## src/rtl/cu_dispatch.sv

```systemverilog
// cu_dispatch: issue stage between the program sequencer and cu_top.
//
// Takes 24-bit compute instructions over a valid/ready handshake and decodes
// them into cu_top unit controls in the accept cycle (EX). The destination and
// unit are registered for one cycle (WB), when the register-file write is
// steered to the producing unit and that unit's flags are captured into ASTAT
// and STKY. Bus-connect register writes use the write port only in cycles with
// no compute write-back.
//
// Ports
//   clk, reset                 clock and synchronous active-high reset
//   instr_valid/instr/ready    instruction handshake
//                              instr = {unit[1:0], op[7:0], rn, rx, ry, rsvd[1:0]}
//   bc_wr_req/addr/ack         bus-connect register-file write request
//   ps_alu_* / ps_mul_* /
//   ps_shf_*                   unit enables and decoded op fields (EX)
//   ps_xb_raddx/raddy          register-file read addresses (EX)
//   ps_xb_wadd                 register-file write address (WB or bus-connect)
//   ps_xb_w_cuEn               one-hot write-back source {SHF, MUL, ALU}
//   ps_xb_w_bcEn               bus-connect write enable
//   alu_ps_*, mul_ps_*,
//   shf_ps_*                   flags from cu_top, sampled in the WB cycle
//   stky_clr                   clear all sticky bits
//   astat                      {sz, sv, mn, mv, av, ac, an, az}
//   stky                       {sv_s, mv_s, av_s}
`timescale 1ns/1ps
module cu_dispatch #(
    parameter int ADDRESS_WIDTH = 4,
    parameter int SIGNAL_WIDTH  = 3
) (
    input  logic                     clk,
    input  logic                     reset,
    input  logic                     instr_valid,
    input  logic [23:0]              instr,
    output logic                     instr_ready,
    input  logic                     bc_wr_req,
    input  logic [ADDRESS_WIDTH-1:0] bc_wr_addr,
    output logic                     bc_wr_ack,
    output logic                     ps_alu_en,
    output logic                     ps_alu_log,
    output logic [1:0]               ps_alu_hc,
    output logic [2:0]               ps_alu_sc,
    output logic                     ps_alu_sat,
    output logic                     ps_mul_en,
    output logic                     ps_mul_otreg,
    output logic [3:0]               ps_mul_dtsts,
    output logic [1:0]               ps_mul_cls,
    output logic                     ps_shf_en,
    output logic [1:0]               ps_shf_cls,
    output logic [ADDRESS_WIDTH-1:0] ps_xb_raddx,
    output logic [ADDRESS_WIDTH-1:0] ps_xb_raddy,
    output logic [ADDRESS_WIDTH-1:0] ps_xb_wadd,
    output logic [SIGNAL_WIDTH-1:0]  ps_xb_w_cuEn,
    output logic                     ps_xb_w_bcEn,
    input  logic                     alu_ps_az,
    input  logic                     alu_ps_an,
    input  logic                     alu_ps_ac,
    input  logic                     alu_ps_av,
    input  logic                     mul_ps_mv,
    input  logic                     mul_ps_mn,
    input  logic                     shf_ps_sv,
    input  logic                     shf_ps_sz,
    input  logic                     stky_clr,
    output logic [7:0]               astat,
    output logic [2:0]               stky
);

    localparam logic [1:0] UNIT_ALU = 2'b00;
    localparam logic [1:0] UNIT_MUL = 2'b01;
    localparam logic [1:0] UNIT_SHF = 2'b10;
    localparam logic [1:0] UNIT_NOP = 2'b11;

    // Instruction fields
    logic [1:0]               f_unit;
    logic [7:0]               f_op;
    logic [ADDRESS_WIDTH-1:0] f_rn, f_rx, f_ry;
    logic                     unused_rsvd;

    assign f_unit      = instr[23:22];
    assign f_op        = instr[21:14];
    assign f_rn        = instr[13:10];
    assign f_rx        = instr[9:6];
    assign f_ry        = instr[5:2];
    assign unused_rsvd = ^instr[1:0];

    // WB stage state
    logic                     wb_valid_q, wb_valid_d;
    logic [SIGNAL_WIDTH-1:0]  wb_sel_q, wb_sel_d;
    logic [ADDRESS_WIDTH-1:0] wb_rn_q, wb_rn_d;
    logic [7:0]               astat_q, astat_d;
    logic [2:0]               stky_q, stky_d;

    logic wb_active;
    logic hazard;
    logic accept;

    // A WB slot is squashed in the reset cycle so a late reset never writes.
    assign wb_active   = wb_valid_q & ~reset;
    assign hazard      = wb_active & instr_valid &
                         ((wb_rn_q == f_rx) | (wb_rn_q == f_ry));
    assign instr_ready = ~hazard;
    assign accept      = instr_valid & instr_ready & ~reset;

    // Write-back source select: one bit per unit, only during an active WB.
    generate
        for (genvar gi = 0; gi < SIGNAL_WIDTH; gi++) begin : g_unit_sel
            assign wb_sel_d[gi]     = (f_unit == 2'(gi));
            assign ps_xb_w_cuEn[gi] = wb_active & wb_sel_q[gi];
        end
    endgenerate

    assign wb_valid_d = accept & (f_unit != UNIT_NOP);
    assign wb_rn_d    = f_rn;

    // Bus-connect only gets the write port when compute WB leaves it idle.
    assign bc_wr_ack    = bc_wr_req & ~wb_active & ~reset;
    assign ps_xb_w_bcEn = bc_wr_ack;
    assign ps_xb_wadd   = wb_active ? wb_rn_q :
                          (bc_wr_ack ? bc_wr_addr : '0);

    // EX decode: all controls are zero unless an instruction is accepted.
    always_comb begin
        ps_alu_en    = 1'b0;
        ps_alu_log   = 1'b0;
        ps_alu_hc    = 2'b00;
        ps_alu_sc    = 3'b000;
        ps_alu_sat   = 1'b0;
        ps_mul_en    = 1'b0;
        ps_mul_otreg = 1'b0;
        ps_mul_dtsts = 4'h0;
        ps_mul_cls   = 2'b00;
        ps_shf_en    = 1'b0;
        ps_shf_cls   = 2'b00;
        ps_xb_raddx  = '0;
        ps_xb_raddy  = '0;
        if (accept) begin
            ps_xb_raddx = f_rx;
            ps_xb_raddy = f_ry;
            case (f_unit)
                UNIT_ALU: begin
                    ps_alu_en  = 1'b1;
                    ps_alu_log = f_op[7];
                    ps_alu_hc  = f_op[6:5];
                    ps_alu_sc  = f_op[4:2];
                    ps_alu_sat = f_op[1];
                end
                UNIT_MUL: begin
                    ps_mul_en    = 1'b1;
                    ps_mul_otreg = f_op[7];
                    ps_mul_dtsts = f_op[6:3];
                    ps_mul_cls   = f_op[2:1];
                end
                UNIT_SHF: begin
                    ps_shf_en  = 1'b1;
                    ps_shf_cls = f_op[1:0];
                end
                default: ;
            endcase
        end
    end

    // Status capture: only the writing unit's ASTAT bits move; a sticky set in
    // the same cycle as a clear survives the clear.
    always_comb begin
        astat_d = astat_q;
        stky_d  = stky_clr ? 3'b000 : stky_q;
        if (wb_active) begin
            if (wb_sel_q[0]) begin
                astat_d[3:0] = {alu_ps_av, alu_ps_ac, alu_ps_an, alu_ps_az};
                stky_d[0]    = stky_d[0] | alu_ps_av;
            end
            if (wb_sel_q[1]) begin
                astat_d[5:4] = {mul_ps_mn, mul_ps_mv};
                stky_d[1]    = stky_d[1] | mul_ps_mv;
            end
            if (wb_sel_q[2]) begin
                astat_d[7:6] = {shf_ps_sz, shf_ps_sv};
                stky_d[2]    = stky_d[2] | shf_ps_sv;
            end
        end
    end

    always_ff @(posedge clk) begin
        if (reset) begin
            wb_valid_q <= 1'b0;
            wb_sel_q   <= '0;
            wb_rn_q    <= '0;
            astat_q    <= 8'h00;
            stky_q     <= 3'b000;
        end else begin
            wb_valid_q <= wb_valid_d;
            wb_sel_q   <= wb_sel_d;
            wb_rn_q    <= wb_rn_d;
            astat_q    <= astat_d;
            stky_q     <= stky_d;
        end
    end

    assign astat = astat_q;
    assign stky  = stky_q;

endmodule

```

## config.mk

```make
export PLATFORM = sky130hd
export DESIGN_NAME = cu_dispatch
export DESIGN_NICKNAME = d
export VERILOG_FILES = /design/src/rtl/cu_dispatch.sv
export SDC_FILE = /design/constraint.sdc
export NUM_CORES = 1
export LEC_CHECK = 0
export ABC_AREA = 0
export CAP_MARGIN = 20
export CORE_MARGIN = 2
export CORE_UTILIZATION = 32
export CTS_CLUSTER_DIAMETER = 80
export DETAILED_ROUTE_END_ITERATION = 8
export GPL_ROUTABILITY_DRIVEN = 0
export PLACE_DENSITY = 0.79
export SLEW_MARGIN = 20
export SYNTH_ARGS = -nofsm -noshare
export SYNTH_HDL_FRONTEND = slang
export SYNTH_SLANG_ARGS = --single-unit
```

## constraint.sdc

```tcl
create_clock -name clk -period 1.5 [get_ports clk]
set_input_delay 0.15 -clock clk [delete_from_list [all_inputs] [get_ports clk]]
set_output_delay 0.15 -clock clk [all_outputs]
set_load 0.05 [all_outputs]
```

# ---- Yosys cells after proc, flatten, opt, wreduce, memory -nomap -nowiden
# Index checks and enable logic that the tools add are counted.
dict set report totals {
  ff_bits 19
  in_bits 41
  out_inout_bits 48
  elab_cells 65
}
dict set report classes {
  eq_ne 5
  n_mux 31
  bitwise 18
  n_reduce_logical 4
}
# operator n
set ops {}
lappend ops {{4-bit two-way mux} 6}
lappend ops {{1-bit two-way mux} 15}
lappend ops {{2-bit two-way mux} 6}
lappend ops {{3-bit two-way mux} 4}
lappend ops {{1-bit bitwise AND} 11}
lappend ops {{4-bit == test} 2}
lappend ops {{2-bit AND reduction} 3}
lappend ops {{1-bit OR} 4}
lappend ops {{1-bit inverter} 3}
lappend ops {{2-bit by 1-bit == test with 1-bit output (second input constant)} 1}
lappend ops {{2-bit == test (second input constant)} 1}
lappend ops {{2-bit logical NOT} 1}
lappend ops {{2-bit != test (second input constant)} 1}

# ---- Logic depth before layout (Yosys ltp)
dict set report logic_depth {
  ltp_word 8
  mapped_depth 7
  depth_no_buf 5
}

# ---- Worst setup path before layout
# Ideal clock, no wire load.
dict set report synth_path {
  path_type {flip-flop to output port}
  startpoint {register wb_valid_q}
  endpoint {output ps_alu_hc[0]}
  arrival_time_ps 2389
  t_required_ps 1350
  path_slack_ps -1039
  path_stages_with_launch 7
  path_buffers 2
  path_cell_list {dfxtp_1 -> nor2b_2 -> buf_6 -> nand2_2 -> a21oi_2 -> buf_4 -> nor4_1}
}
dict set report synth_via {
  elab_chain_len 7
}
# item line
set synth_lines {}
lappend synth_lines {{start, declared} 87} ;# logic wb_valid_q, wb_valid_d;
lappend synth_lines {{start signal, assigned} 191} ;# wb_valid_q <= wb_valid_d;
lappend synth_lines {{1-bit bitwise AND} 98} ;# assign wb_active = wb_valid_q & ~reset;
lappend synth_lines {{1-bit bitwise AND (2 in a row)} 99} ;# assign hazard = wb_active & instr_valid &
lappend synth_lines {{1-bit inverter} 101} ;# assign instr_ready = ~hazard;
lappend synth_lines {{1-bit bitwise AND (2 in a row)} 102} ;# assign accept = instr_valid & instr_ready & ~reset;
lappend synth_lines {{2-bit two-way mux} 136} ;# if (accept) begin
lappend synth_lines {{end, declared} 41} ;# output logic [1:0] ps_alu_hc,
# No other way between the ends.

# ---- Worst setup path after layout
dict set report layout_path {
  startpoint {register wb_rn_q[2]}
  endpoint {output ps_alu_en}
}
dict set report layout_via {
  elab_chain_len 7
  word_cells_on_any_way 8
}
# item line
set layout_lines {}
lappend layout_lines {{start, declared} 89} ;# logic [ADDRESS_WIDTH-1:0] wb_rn_q, wb_rn_d;
lappend layout_lines {{start signal, assigned} 193} ;# wb_rn_q <= wb_rn_d;
lappend layout_lines {{4-bit == test} 100} ;# ((wb_rn_q == f_rx) | (wb_rn_q == f_ry));
lappend layout_lines {{1-bit OR *} 100}
lappend layout_lines {{1-bit bitwise AND *} 99}
lappend layout_lines {{1-bit inverter *} 101}
lappend layout_lines {{1-bit bitwise AND * (2 in a row)} 102}
lappend layout_lines {{1-bit two-way mux *} 136}
lappend layout_lines {{end, declared} 39} ;# output logic ps_alu_en,
# Every way passes the cells marked *; elsewhere a longest branch is shown, timed or not.

==> out/qor.yml <==
outcome:
  violations: "setup timing"
  outcome: "finished with violations"
yosys:
  synth_compound_area_frac: 0.0698
  synth.lib_cells_used.distinct: 27
  postSynthAreaPerCell_um2: 7.44
  synth-seq-cells: 19
  synthXorXnorAreaFrac: 0.0641
  syn_inst: 147
  synth_top_family_by_area: "simple AND/OR/NAND/NOR gates"
  syn-cell-area_um2: 1090
  synth_nets: 188
  synth-adder-area-share: 0
  ys_warn_count: 0
  synth_seq_area_share: 0.348
  yosys.area_share.simple: 0.431
  synthMuxAreaShare: 0
pwr:
  power.density_nw_per_um2: 491
  clockPowerShare: 0.198
  leakagePower_nw: 1.09
  internal-power_uw: 903
  p_switching_uw: 488
  p_seq_frac: 0.383
  power_mw: 1.39
  pwr-share-comb: 0.420
  swShare: 0.351
  ir_drop_v: 0.000283
worst_setup_path:
  path_class: "flop to output pin"
  cp-startpoint: "wb_rn_q[2]$_SDFF_PP0_"
  start_kind: "flop"
  r2r-start: "wb_rn_q[2]$_SDFF_PP0_"
  worst_setup_path_end_kind: "output pin"
  rrSetupSlack_ns: 0.07
  ff2ff_path_depth: 5
  regToRegEndpoint: "wb_valid_q$_SDFF_PP0_"
  arrival_ns: 1.82
  cp.required_ns: 1.35
  crit_path_max_fanout: 8
timing:
  setup_viol: 34
  relSlewSlack: 0.711
  finalCritPeriodShare: 1.31
  worst_pin_slew_ns: 0.434
  rsz0062_at_grt: "yes"
  clock_skew_ns: 0.00850
  min_period_ns: 1.97
  hold_viol_final: 0
  tns_ns: -12.84
  worst_slack_ns: -0.467
  max_clock_freq_mhz: 508
  slew_viol_final: 0
drt:
  wl_per_cell_um: 16.9
  drtIter0Drc: 47
  vias_per_cell: 4.98
  postRouteAntennaNets: 0
  firstDrtPassIters: 4
  wl_um: 5080
  vias: 1493
  drc: 0
cells_and_area:
  drive_gt1_frac: 0.543
  syn_to_final_growth_pct: 159
  layout.nets: 296
  fin_area_um2: 2830
  fin_util: 0.856
  insertedDiodeCount: 0
floorplanning:
  fp.dieW_um: 62.5
  placementRows: 21
  fp.coreArea_um2: 3310
  boundaryPins: 89
  initial_core_util: 0.330
  die_h_um: 62.5
  fp.dieArea_um2: 3900
clock_network:
  clock-sinks: 19
  clockBufferDepth: 2
  cts_tree: "yes"
  cts_hold_buf: 0
  htree_levels: 1
  clockRootBuffer: "clkbuf_4"
  clk_pin_slew_ns: 0.12
  clkLatencyLatePin_ns: 0.31
  numCtsBuffers: 3
global_routing:
  grt.overflow.total: 0
  grt_max_degree: 20
  grt_pass1_wl_um: 7780
  antenna_found_initial: 0
  grt_pass1_vias: 1626
  grt_usage: 0.245
place:
  port_buffers: 86
  dp_hpwl_um: 3500
  post_dp_cell_area_um2: 2550
  pre_cts_ws_ns: -0.400
run:
  drv_cap: 0
worst_hold_path:
  whs_endpoint: "wb_sel_q[1]$_SDFF_PP0_"
  holdPathStages: 3
  hold_path_class: "input port to flop"
  min_from: "reset"
[logic make-up (layout without fill, tap and decap cells)]
family | count (synthesis) | in the layout
AOI/OAI and AO/OA | 12 | 12
xor gates and xnor gates | 8 | 8
buffers and inverters | 17 | 124
and+or+nand+nor | 91 | 91
DFF | 19 | 19
[worst max path at each step]
stage	endpoint	slack, ns
2_1_floorplan	ps_alu_sat	-0.15
3_3_place_gp	ps_shf_cls[0]	-0.33
3_5_place_dp	ps_shf_cls[1]	-0.40
4_1_cts	ps_xb_raddy[2]	-0.41
5_1_grt	ps_alu_en	-0.51
6_report	ps_alu_en	-0.47
[layout by cell type (no fill, tap or decap), types with 6 or more instances in the layout]
master and count:
buf_4 39, clkdlybuf4s50_1 35, nand2_1 28, buf_12 18, buf_6 17, nor4_4 15, dfxtp_1 14, nor2_4 8
nand2b_1 6, a21oi_1 6
[state kept, by name (all words and copies together), names as in the netlist]
signal / count
wb_valid_q: 1
wb_sel_q: 3
wb_rn_q: 4
stky: 3
astat: 8
[routing by layer]
metal / wire, um / track usage / part of all wire
met3: 195 / 0.0288 / 0.038
met4: 34 / 0.0500 / 0.0067
met1: 1910 / 0.274 / 0.38
met2: 2940 / 0.491 / 0.58
met5: 0 / 0 / 0
[power groups by stage]
stage	clock network, mW	registers, mW	logic (mW)
4_1_cts	0.267	0.529	0.567
6_report	0.275	0.532	0.584
3_5_place_dp	0	0.540	0.540
5_1_grt	0.286	0.533	0.609
3_3_place_gp	0	0.539	0.526
2_1_floorplan	0	0.546	0.266
[stage by stage]
step / std cells / hold WS, ns
floorplan: 147 / 0.242
global placement: 289 / 0.443
detailed placement: 289 / 0.452
CTS: 299 / 0.322
global route: 300 / 0.336
finish: 300 / 0.334
[cell type report]
cell class                 instances  area (um^2)
multi-input combinational        111         1030
sequential                        19          389
timing repair buffer             116         1310
tap                               46         57.6
fill                             183          478
clock buffer                       3         22.5
clock inverter                     1         5.00
inverter                           4         17.5
[Yosys cell counts, drive strengths merged]
| cell | number | area share |
|---|---|---|
| a211oi | 1 | 0.0069 |
| a21oi | 7 | 0.035 |
| a22oi | 4 | 0.027 |
| and2b | 1 | 0.0069 |
| buf | 9 | 0.059 |
| clkbuf | 4 | 0.014 |
| dfxtp | 19 | 0.35 |
| inv | 4 | 0.014 |
| nand2 | 31 | 0.11 |
| nand2b | 6 | 0.034 |
| nand3 | 4 | 0.018 |
| nand3b | 5 | 0.034 |
| nand4 | 2 | 0.011 |
| nor2 | 15 | 0.051 |
| nor2b | 7 | 0.042 |
| nor3 | 3 | 0.018 |
| nor4 | 15 | 0.086 |
| nor4b | 1 | 0.014 |
| or2 | 1 | 0.0057 |
| xnor2 | 8 | 0.064 |
[what timing repair did]
action                     4_1_cts  5_1_grt
cloned                           2        1
setup endpoints to repair       35       37
setup buffers                    4        1
gates resized for setup         39       10
pin swaps                       18       10
[critical path, cell delays in order, from the launching register on]
cell and delay [ns]:
dfxtp_4 0.38, xnor2_1 0.18, nand4_1 0.17, a21oi_4 0.23
buf_4 0.27, nor3_4 0.07, buf_4 0.20
Note: power is estimated with default switching activity, not from simulation.
